<file path="config.mk">
export PLATFORM = sky130hd
export DESIGN_NAME = drag_reaction_timer
export DESIGN_NICKNAME = d
export VERILOG_FILES = /design/src/rtl/drag_race_pkg.sv /design/src/rtl/bcd_counter4.sv /design/src/rtl/drag_reaction_timer.sv
export SDC_FILE = /design/constraint.sdc
export NUM_CORES = 1
export LEC_CHECK = 0
export BUFFER_PORTS_ARGS = -buffer_cell sky130_fd_sc_hd__buf_2
export CAP_MARGIN = 20
export CORE_MARGIN = 2
export CORE_UTILIZATION = 45
export CTS_BUF_LIST = sky130_fd_sc_hd__clkbuf_8
export DETAILED_ROUTE_END_ITERATION = 12
export PLACE_DENSITY = 0.79
export REMOVE_ABC_BUFFERS = 1
export SLEW_MARGIN = 40
export SYNTH_ARGS = -nofsm -noshare
export SYNTH_HDL_FRONTEND = slang
export SYNTH_SLANG_ARGS = --single-unit
</file>
<file path="constraint.sdc">
create_clock -name Clock -period 3.1 [get_ports Clock]
set_clock_uncertainty 0.2 [all_clocks]
set_input_delay 0.31 -clock Clock [delete_from_list [all_inputs] [get_ports Clock]]
set_output_delay 0.31 -clock Clock [all_outputs]
set_load 0.03 [all_outputs]
</file>
<file path="src/rtl/drag_race_pkg.sv">
// Shared types and constants for the drag-race reaction timer.
// Optional feature macro used by the top: BEST_TIME_EN (best-time register).
package drag_race_pkg;

  typedef enum logic [2:0] {
    IDLE   = 3'd0,
    ARMED  = 3'd1,
    TIMING = 3'd2,
    DONE   = 3'd3,
    FOUL   = 3'd4
  } state_t;

  localparam logic [15:0] BCD_MAX   = 16'h9999;
  localparam logic [15:0] BCD_RESET = 16'h0000;

  // Ceiling log2, never below 1 so a divide-by-one prescaler still has a bit.
  function automatic int clog2(input int value);
    int w;
    w = 1;
    for (int i = 1; i < 31; i++) begin
      if ((1 << i) < value) w = i + 1;
    end
    return w;
  endfunction

endpackage

</file>
<file path="src/rtl/bcd_counter4.sv">
// Four-digit BCD up-counter with synchronous clear and saturation at MAX_BCD.
module bcd_counter4 #(
  parameter logic [15:0] MAX_BCD = 16'h9999
) (
  input  logic        clk,
  input  logic        rst,
  input  logic        clear,
  input  logic        inc,
  output logic [15:0] value,
  output logic        sat
);

  logic [15:0] value_inc;

  // Decimal increment: ripple a carry through the four digits.
  always_comb begin
    logic carry;
    value_inc = value;
    carry     = 1'b1;
    for (int i = 0; i < 4; i++) begin
      if (carry) begin
        if (value[4*i +: 4] == 4'd9) begin
          value_inc[4*i +: 4] = 4'd0;
        end else begin
          value_inc[4*i +: 4] = value[4*i +: 4] + 4'd1;
          carry = 1'b0;
        end
      end
    end
  end

  assign sat = (value == MAX_BCD);

  // Count register: clear has priority, increments stop once saturated.
  always_ff @(posedge clk) begin
    if (rst) begin
      value <= 16'h0000;
    end else if (clear) begin
      value <= 16'h0000;
    end else if (inc && !sat) begin
      value <= value_inc;
    end
  end

endmodule

</file>
<file path="src/rtl/drag_reaction_timer.sv">
// Racer-side reaction timer: measures green-to-launch time in BCD ticks and
// flags fouls. Optional macro BEST_TIME_EN adds a best (lowest) time register;
// without it BestBcd is tied to zero.
module drag_reaction_timer
  import drag_race_pkg::*;
#(
  parameter int          CLK_HZ  = 50_000_000,
  parameter int          TICK_HZ = 1000,
  parameter logic [15:0] MAX_BCD = BCD_MAX
) (
  input  logic        Clock,
  input  logic        Rst,
  input  logic        SB,
  input  logic        SL,
  input  logic        G,
  input  logic        R,
  output logic        Armed,
  output logic        Timing,
  output logic        Done,
  output logic        Foul,
  output logic        Overflow,
  output logic [15:0] RtBcd,
  output logic [15:0] BestBcd,
  output state_t      fsm_state
);

  localparam int             DIV = CLK_HZ / TICK_HZ;
  localparam int             PW  = clog2(DIV);
  localparam logic [PW-1:0]  TC  = PW'(DIV - 1);

  state_t        state, state_nxt;
  logic          sb_meta, sbs, sbq, gq;
  logic          launch, g_rise, tick;
  logic [PW-1:0] presc;
  logic          cnt_clear, cnt_inc, cnt_sat;
  logic [15:0]   cnt_value;
  logic          arm, to_done, to_foul, done_ovf;
  logic          done_flag, foul_flag, ovf_flag;

  // Stage beam is a raw switch: two-flop synchronizer plus one delay for edge detect.
  always_ff @(posedge Clock) begin
    if (Rst) begin
      sb_meta <= 1'b0;
      sbs     <= 1'b0;
      sbq     <= 1'b0;
      gq      <= 1'b0;
    end else begin
      sb_meta <= SB;
      sbs     <= sb_meta;
      sbq     <= sbs;
      gq      <= G;
    end
  end

  assign launch = sbq & ~sbs;
  assign g_rise = G & ~gq;
  assign tick   = (state == TIMING) && (presc == TC);

  // Prescaler runs only while timing and restarts from zero on every run.
  always_ff @(posedge Clock) begin
    if (Rst || state != TIMING || tick) begin
      presc <= '0;
    end else begin
      presc <= presc + 1'b1;
    end
  end

  // FSM state register.
  always_ff @(posedge Clock) begin
    if (Rst) state <= IDLE;
    else     state <= state_nxt;
  end

  // Next state and per-transition strobes. Red beats green; a launch in the
  // same cycle as a tick freezes the count before that tick lands.
  always_comb begin
    state_nxt = state;
    cnt_clear = 1'b0;
    cnt_inc   = 1'b0;
    arm       = 1'b0;
    to_done   = 1'b0;
    to_foul   = 1'b0;
    done_ovf  = 1'b0;
    case (state)
      IDLE: begin
        if (SL && sbs) begin
          state_nxt = ARMED;
          arm       = 1'b1;
        end
      end
      ARMED: begin
        if (R || (launch && !G)) begin
          state_nxt = FOUL;
          to_foul   = 1'b1;
        end else if (launch && G) begin
          state_nxt = DONE;
          cnt_clear = 1'b1;
          to_done   = 1'b1;
        end else if (g_rise) begin
          state_nxt = TIMING;
          cnt_clear = 1'b1;
        end else if (!SL && sbs) begin
          state_nxt = IDLE;
        end
      end
      TIMING: begin
        if (launch || cnt_sat) begin
          state_nxt = DONE;
          to_done   = 1'b1;
          done_ovf  = cnt_sat;
        end else begin
          cnt_inc = tick;
        end
      end
      DONE, FOUL: begin
        if (!SL && !sbs) state_nxt = IDLE;
      end
      default: state_nxt = IDLE;
    endcase
  end

  // Result flags survive the return to IDLE and clear only when re-armed.
  always_ff @(posedge Clock) begin
    if (Rst || arm) begin
      done_flag <= 1'b0;
      foul_flag <= 1'b0;
      ovf_flag  <= 1'b0;
    end else begin
      if (to_done) begin
        done_flag <= 1'b1;
        ovf_flag  <= done_ovf;
      end
      if (to_foul) foul_flag <= 1'b1;
    end
  end

  bcd_counter4 #(.MAX_BCD(MAX_BCD)) u_rt_counter (
    .clk   (Clock),
    .rst   (Rst),
    .clear (cnt_clear),
    .inc   (cnt_inc),
    .value (cnt_value),
    .sat   (cnt_sat)
  );

`ifdef BEST_TIME_EN
  logic [15:0] best;
  logic [15:0] best_cand;
  logic        best_load;

  // A zero-time launch enters DONE while the counter is still being cleared.
  assign best_cand = (state == ARMED) ? BCD_RESET : cnt_value;
  assign best_load = to_done && !done_ovf;

  // Best time keeps the lowest valid result; only reset restores it.
  always_ff @(posedge Clock) begin
    if (Rst) begin
      best <= BCD_MAX;
    end else if (best_load && (best_cand < best)) begin
      best <= best_cand;
    end
  end

  assign BestBcd = best;
`else
  assign BestBcd = BCD_RESET;
`endif

  assign Armed     = (state == ARMED);
  assign Timing    = (state == TIMING);
  assign Done      = done_flag;
  assign Foul      = foul_flag;
  assign Overflow  = ovf_flag;
  assign RtBcd     = cnt_value;
  assign fsm_state = state;

endmodule
</file>
==> Flow_metrics.wiki <==
{| class="wikitable"
! Metric !! Value
|-
| Result of the run || completed
|-
| Top cell type's share of synthesized area || 0.385
|-
| Kind of cell adding the most delay to the critical path || simple AND/OR/NAND/NOR gates
|-
| Final Util || 0.514
|-
| Commonest non-fill, non-tap cells in the layout || sky130_fd_sc_hd__dfxtp_1 (42), sky130_fd_sc_hd__nor2_1 (32), sky130_fd_sc_hd__buf_2 (29)
|-
| Clock tree from TritonCTS || done
|-
| Arrival time at the worst endpoint || 2.44 ns
|-
| Static Leak || 0.894 nW
|-
| Gate Count Post-Synth || 266
|-
| Worst min-delay path startpoint || SB
|-
| Flop-to-flop setup slack || 0.69 ns
|-
| Slew at the pin closest to its max-slew limit || 0.588 ns
|-
| Cell Int Power || 0.000841 W
|-
| Required time of the critical path || 3.13 ns
|-
| Number of buffers on the longest clock path || 2
|-
| Power Density || 483 nW/um^2
|-
| Fin. Hold Viols || 0
|-
| Number of slew-limit violations in the final report || 0
|-
| Synthesized cell area || 2180 sq um
|-
| Floorplan die width || 73.7 microns
|-
| Die Y-Extent || 73.7 microns
|-
| Count of boundary I/O pins || 46
|-
| Reported max-cap violation count || 0
|-
| CTS clk-pin slew, worst paths || 0.08 ns
|-
| Pre-CTS setup slack || 0.720 ns
|-
| Largest area contributor in the netlist || sky130_fd_sc_hd__dfxtp_1
|-
| Overall routed net length || 4330 microns
|-
| Post-DP HPWL || 3160 microns
|-
| Final number of setup-violating endpoints || 0
|-
| Worst r2r dst || u_rt_counter.value[3]
|-
| Switch Pwr || 0.000325 W
|-
| Hold endpoint || sb_meta
|-
| Fin crit period || 2.41 ns
|-
| DRC violation count after routing || 0
|-
| Detail-routed via count per cell || 5.43
|-
| Commonest non-fill, non-tap cell in the layout || sky130_fd_sc_hd__dfxtp_1
|-
| Clock insertion delay at the later pin of the skew report || 0.29 ns
|-
| Worst Path Buf+Inv || 2
|-
| Min-Delay Path Depth || 2
|-
| Kind of start point of the critical path || register
|-
| Part of the total power dissipated in sequential elements || 0.490
|-
| Standard cell core area || 4690 sq um
|-
| Setup repair after global routing missed its margin || no
|-
| Total number of vias || 1902
|-
| Filler Cell Count || 457
|-
| Number of hold-repair buffers added at the cts stage || 0
|-
| GR Overflow Total || 0
|-
| Category of the worst setup path capture point || register
|-
| Critical path fanouts, max || 11
|-
| Number of DRC markers in iteration 0 || 141
|-
| Flip-flop cell with the highest count after synthesis || sky130_fd_sc_hd__dfxtp_1
|-
| Sequential share of the synthesized area || 0.385
|-
| Die ar. || 5430 sq um
|-
| Share of final-layout standard cells stronger than drive strength 1 || 0.159
|-
| Delay of the slowest cell on the worst path || 0.55 ns
|-
| Switching part of the total power || 0.279
|-
| Slowest cell on the critical path || sky130_fd_sc_hd__or4_1
|-
| Count of distinct cell types in the synthesized netlist || 51
|-
| Clock network power share || 0.362
|-
| Number of cells upsized or downsized after cts || 0
|-
| Detailed Routing Iterations Pass 1 || 4
|-
| H-Tree Level Count || 2
|-
| Number of buffer cells added on primary ports || 29
|-
| Antenna-violating nets left || 0
|-
| Synth top area cells || sky130_fd_sc_hd__dfxtp_1 (39%), sky130_fd_sc_hd__buf_4 (5.5%), sky130_fd_sc_hd__nor2_1 (5.5%)
|-
| Share of async-settable or async-resettable flops after synthesis || 0
|-
| Kind of critical path || register to register
|-
| Min-Delay Path Class || primary input to register
|-
| Cell row count || 25
|-
| Vias in the first global route || 1636
|-
| Post-route clock period utilization || 0.778
|-
| Initial core utilization || 0.465
|-
| Launch instance of the worst register-to-register path || fsm_state[1]
|-
| Crit path cell chain || inv_2, or3_4, clkinv_4, and2_1, nand2_1, or4_1, a31oi_1
|-
| Count of cells along the worst register-to-register path || 7
|-
| CTS Buf Count || 5
|-
| Final Worst Setup Slack || 0.688 ns
|-
| TritonCTS Sinks || 42
|-
| Average cell area after synthesis || 8.21 sq um
|-
| Area growth from synthesis to layout || 10.5%
|-
| GPL Wtd Cong || 0.841
|-
| Count of state elements after synthesis || 42
|-
| Ant diodes || 0
|-
| Combinational group share of total power || 0.148
|-
| Total track usage || 0.167
|-
| Number of buffers added for setup after CTS || 0
|-
| Worst ir drop on vdd || 0.000204 V
|-
| Post-Route Setup TNS || 0 ns
|-
| Total power after layout || 0.00117 W
|-
| Max-Slew Margin vs Limit || 0.604
|-
| First-pass GRT wire length || 7100 microns
|-
| Number of flops mapped to enable cells by yosys || 0
|-
| Number of nets in the final layout || 302
|-
| Routed len/inst || 12.4 microns
|-
| Top achievable clock speed || 415 MHz
|-
| Largest net degree at the start of global routing || 16
|-
| Clock tree root buffer cell || sky130_fd_sc_hd__clkbuf_8
|-
| Initial antenna violation count || 0
|-
| Yosys synthesis warning count || 0
|}
[cells by family after synthesis]
kind of cell,count (synthesis),synth area share
muxes,1,0.00516
AOI/OAI and AO/OA,55,0.163
DFF,42,0.385
adders and majority gates,1,0.00573
other,1,0.00172
buffers and inverters,38,0.0980
and+or+nand+nor,113,0.281
xor gates and xnor gates,15,0.0602
[how the worst max path moves through the flow]
| stage | end | cells past startpoint | from | slack, ns |
|---|---|---|---|---|
| 2_1_floorplan | u_rt_counter.value[12] | 7 | fsm_state[1] | 0.65 |
| 3_3_place_gp | u_rt_counter.value[3] | 7 | fsm_state[1] | 0.76 |
| 3_5_place_dp | u_rt_counter.value[3] | 7 | fsm_state[1] | 0.72 |
| 4_1_cts | u_rt_counter.value[3] | 7 | fsm_state[1] | 0.72 |
| 5_1_grt | u_rt_counter.value[3] | 7 | fsm_state[1] | 0.58 |
| 6_report | u_rt_counter.value[3] | 7 | fsm_state[1] | 0.69 |
[metrics by stage]
| stage | cells | instance area (sq um) | hold slack (ns) |
|---|---|---|---|
| finish | 350 | 2410 | 0.0357 |
| detailed placement | 342 | 2300 | 0.232 |
| global route | 350 | 2410 | 0.0478 |
| floorplan | 259 | 2090 | 0.177 |
| global placement | 342 | 2300 | 0.219 |
| CTS | 350 | 2410 | 0.0311 |
[layout make-up]
class                   count  area [sq um]  area share
multi-input cells         201          1180       0.491
flip-flops and latches     42           841       0.349
repair buffers             29           145      0.0602
clock buffers               5          68.8      0.0285
well taps                  54          67.6      0.0280
inverters                  16          65.1      0.0270
clock inverters             3          40.0      0.0166
[power groups by stage]
stage	sequential (W)	clock (W)	combinational (W)
after floorplan	0.000603	0	0.000110
after global placement	0.000583	0	0.000170
after global routing	0.000574	0.000461	0.000189
final	0.000572	0.000422	0.000172
after detailed placement	0.000584	0	0.000170
after CTS	0.000571	0.000437	0.000171
[per-layer routing]
layer / GRT usage / share of wire / vias up
met5: 0 / 0 / -
met4: 0.0646 / 0.0079 / 0
met3: 0.0466 / 0.045 / 2
met2: 0.280 / 0.50 / 41
met1: 0.203 / 0.45 / 889
li1: - / - / 970
[sequential cells by signal, indices dropped and copies added, names as in the netlist]
name                cells
sbs                     1
u_rt_counter.value     16
sbq                     1
Done                    1
Overflow                1
gq                      1
presc                  16
sb_meta                 1
Foul                    1
fsm_state               3
[synth_stat cells (3+ instances only)]
cell type	count
sky130_fd_sc_hd__o21ai_0	10
sky130_fd_sc_hd__buf_4	16
sky130_fd_sc_hd__nor3_1	4
sky130_fd_sc_hd__inv_1	14
sky130_fd_sc_hd__nor2b_1	5
sky130_fd_sc_hd__a31oi_1	5
sky130_fd_sc_hd__nor4bb_1	4
sky130_fd_sc_hd__and2_1	4
sky130_fd_sc_hd__or4_1	5
sky130_fd_sc_hd__nand2b_1	3
sky130_fd_sc_hd__nor2_1	32
sky130_fd_sc_hd__nand4_1	7
sky130_fd_sc_hd__nand3_1	7
sky130_fd_sc_hd__a21oi_1	15
sky130_fd_sc_hd__or3_1	3
sky130_fd_sc_hd__nand2_1	18
sky130_fd_sc_hd__and4_1	3
sky130_fd_sc_hd__dfxtp_1	42
sky130_fd_sc_hd__xnor2_1	13
sky130_fd_sc_hd__o22ai_1	4
sky130_fd_sc_hd__o31ai_1	5
sky130_fd_sc_hd__and3_1	6
sky130_fd_sc_hd__clkbuf_1	3
[worst reg2reg max path, stage by stage, from the launching register on]
cell and delay (ns):
sky130_fd_sc_hd__dfxtp_1 0.47, sky130_fd_sc_hd__inv_2 0.09, sky130_fd_sc_hd__or3_4 0.43, sky130_fd_sc_hd__clkinv_4 0.07
sky130_fd_sc_hd__and2_1 0.17, sky130_fd_sc_hd__nand2_1 0.21, sky130_fd_sc_hd__or4_1 0.55, sky130_fd_sc_hd__a31oi_1 0.17
Power figures use the tool's default switching activity.
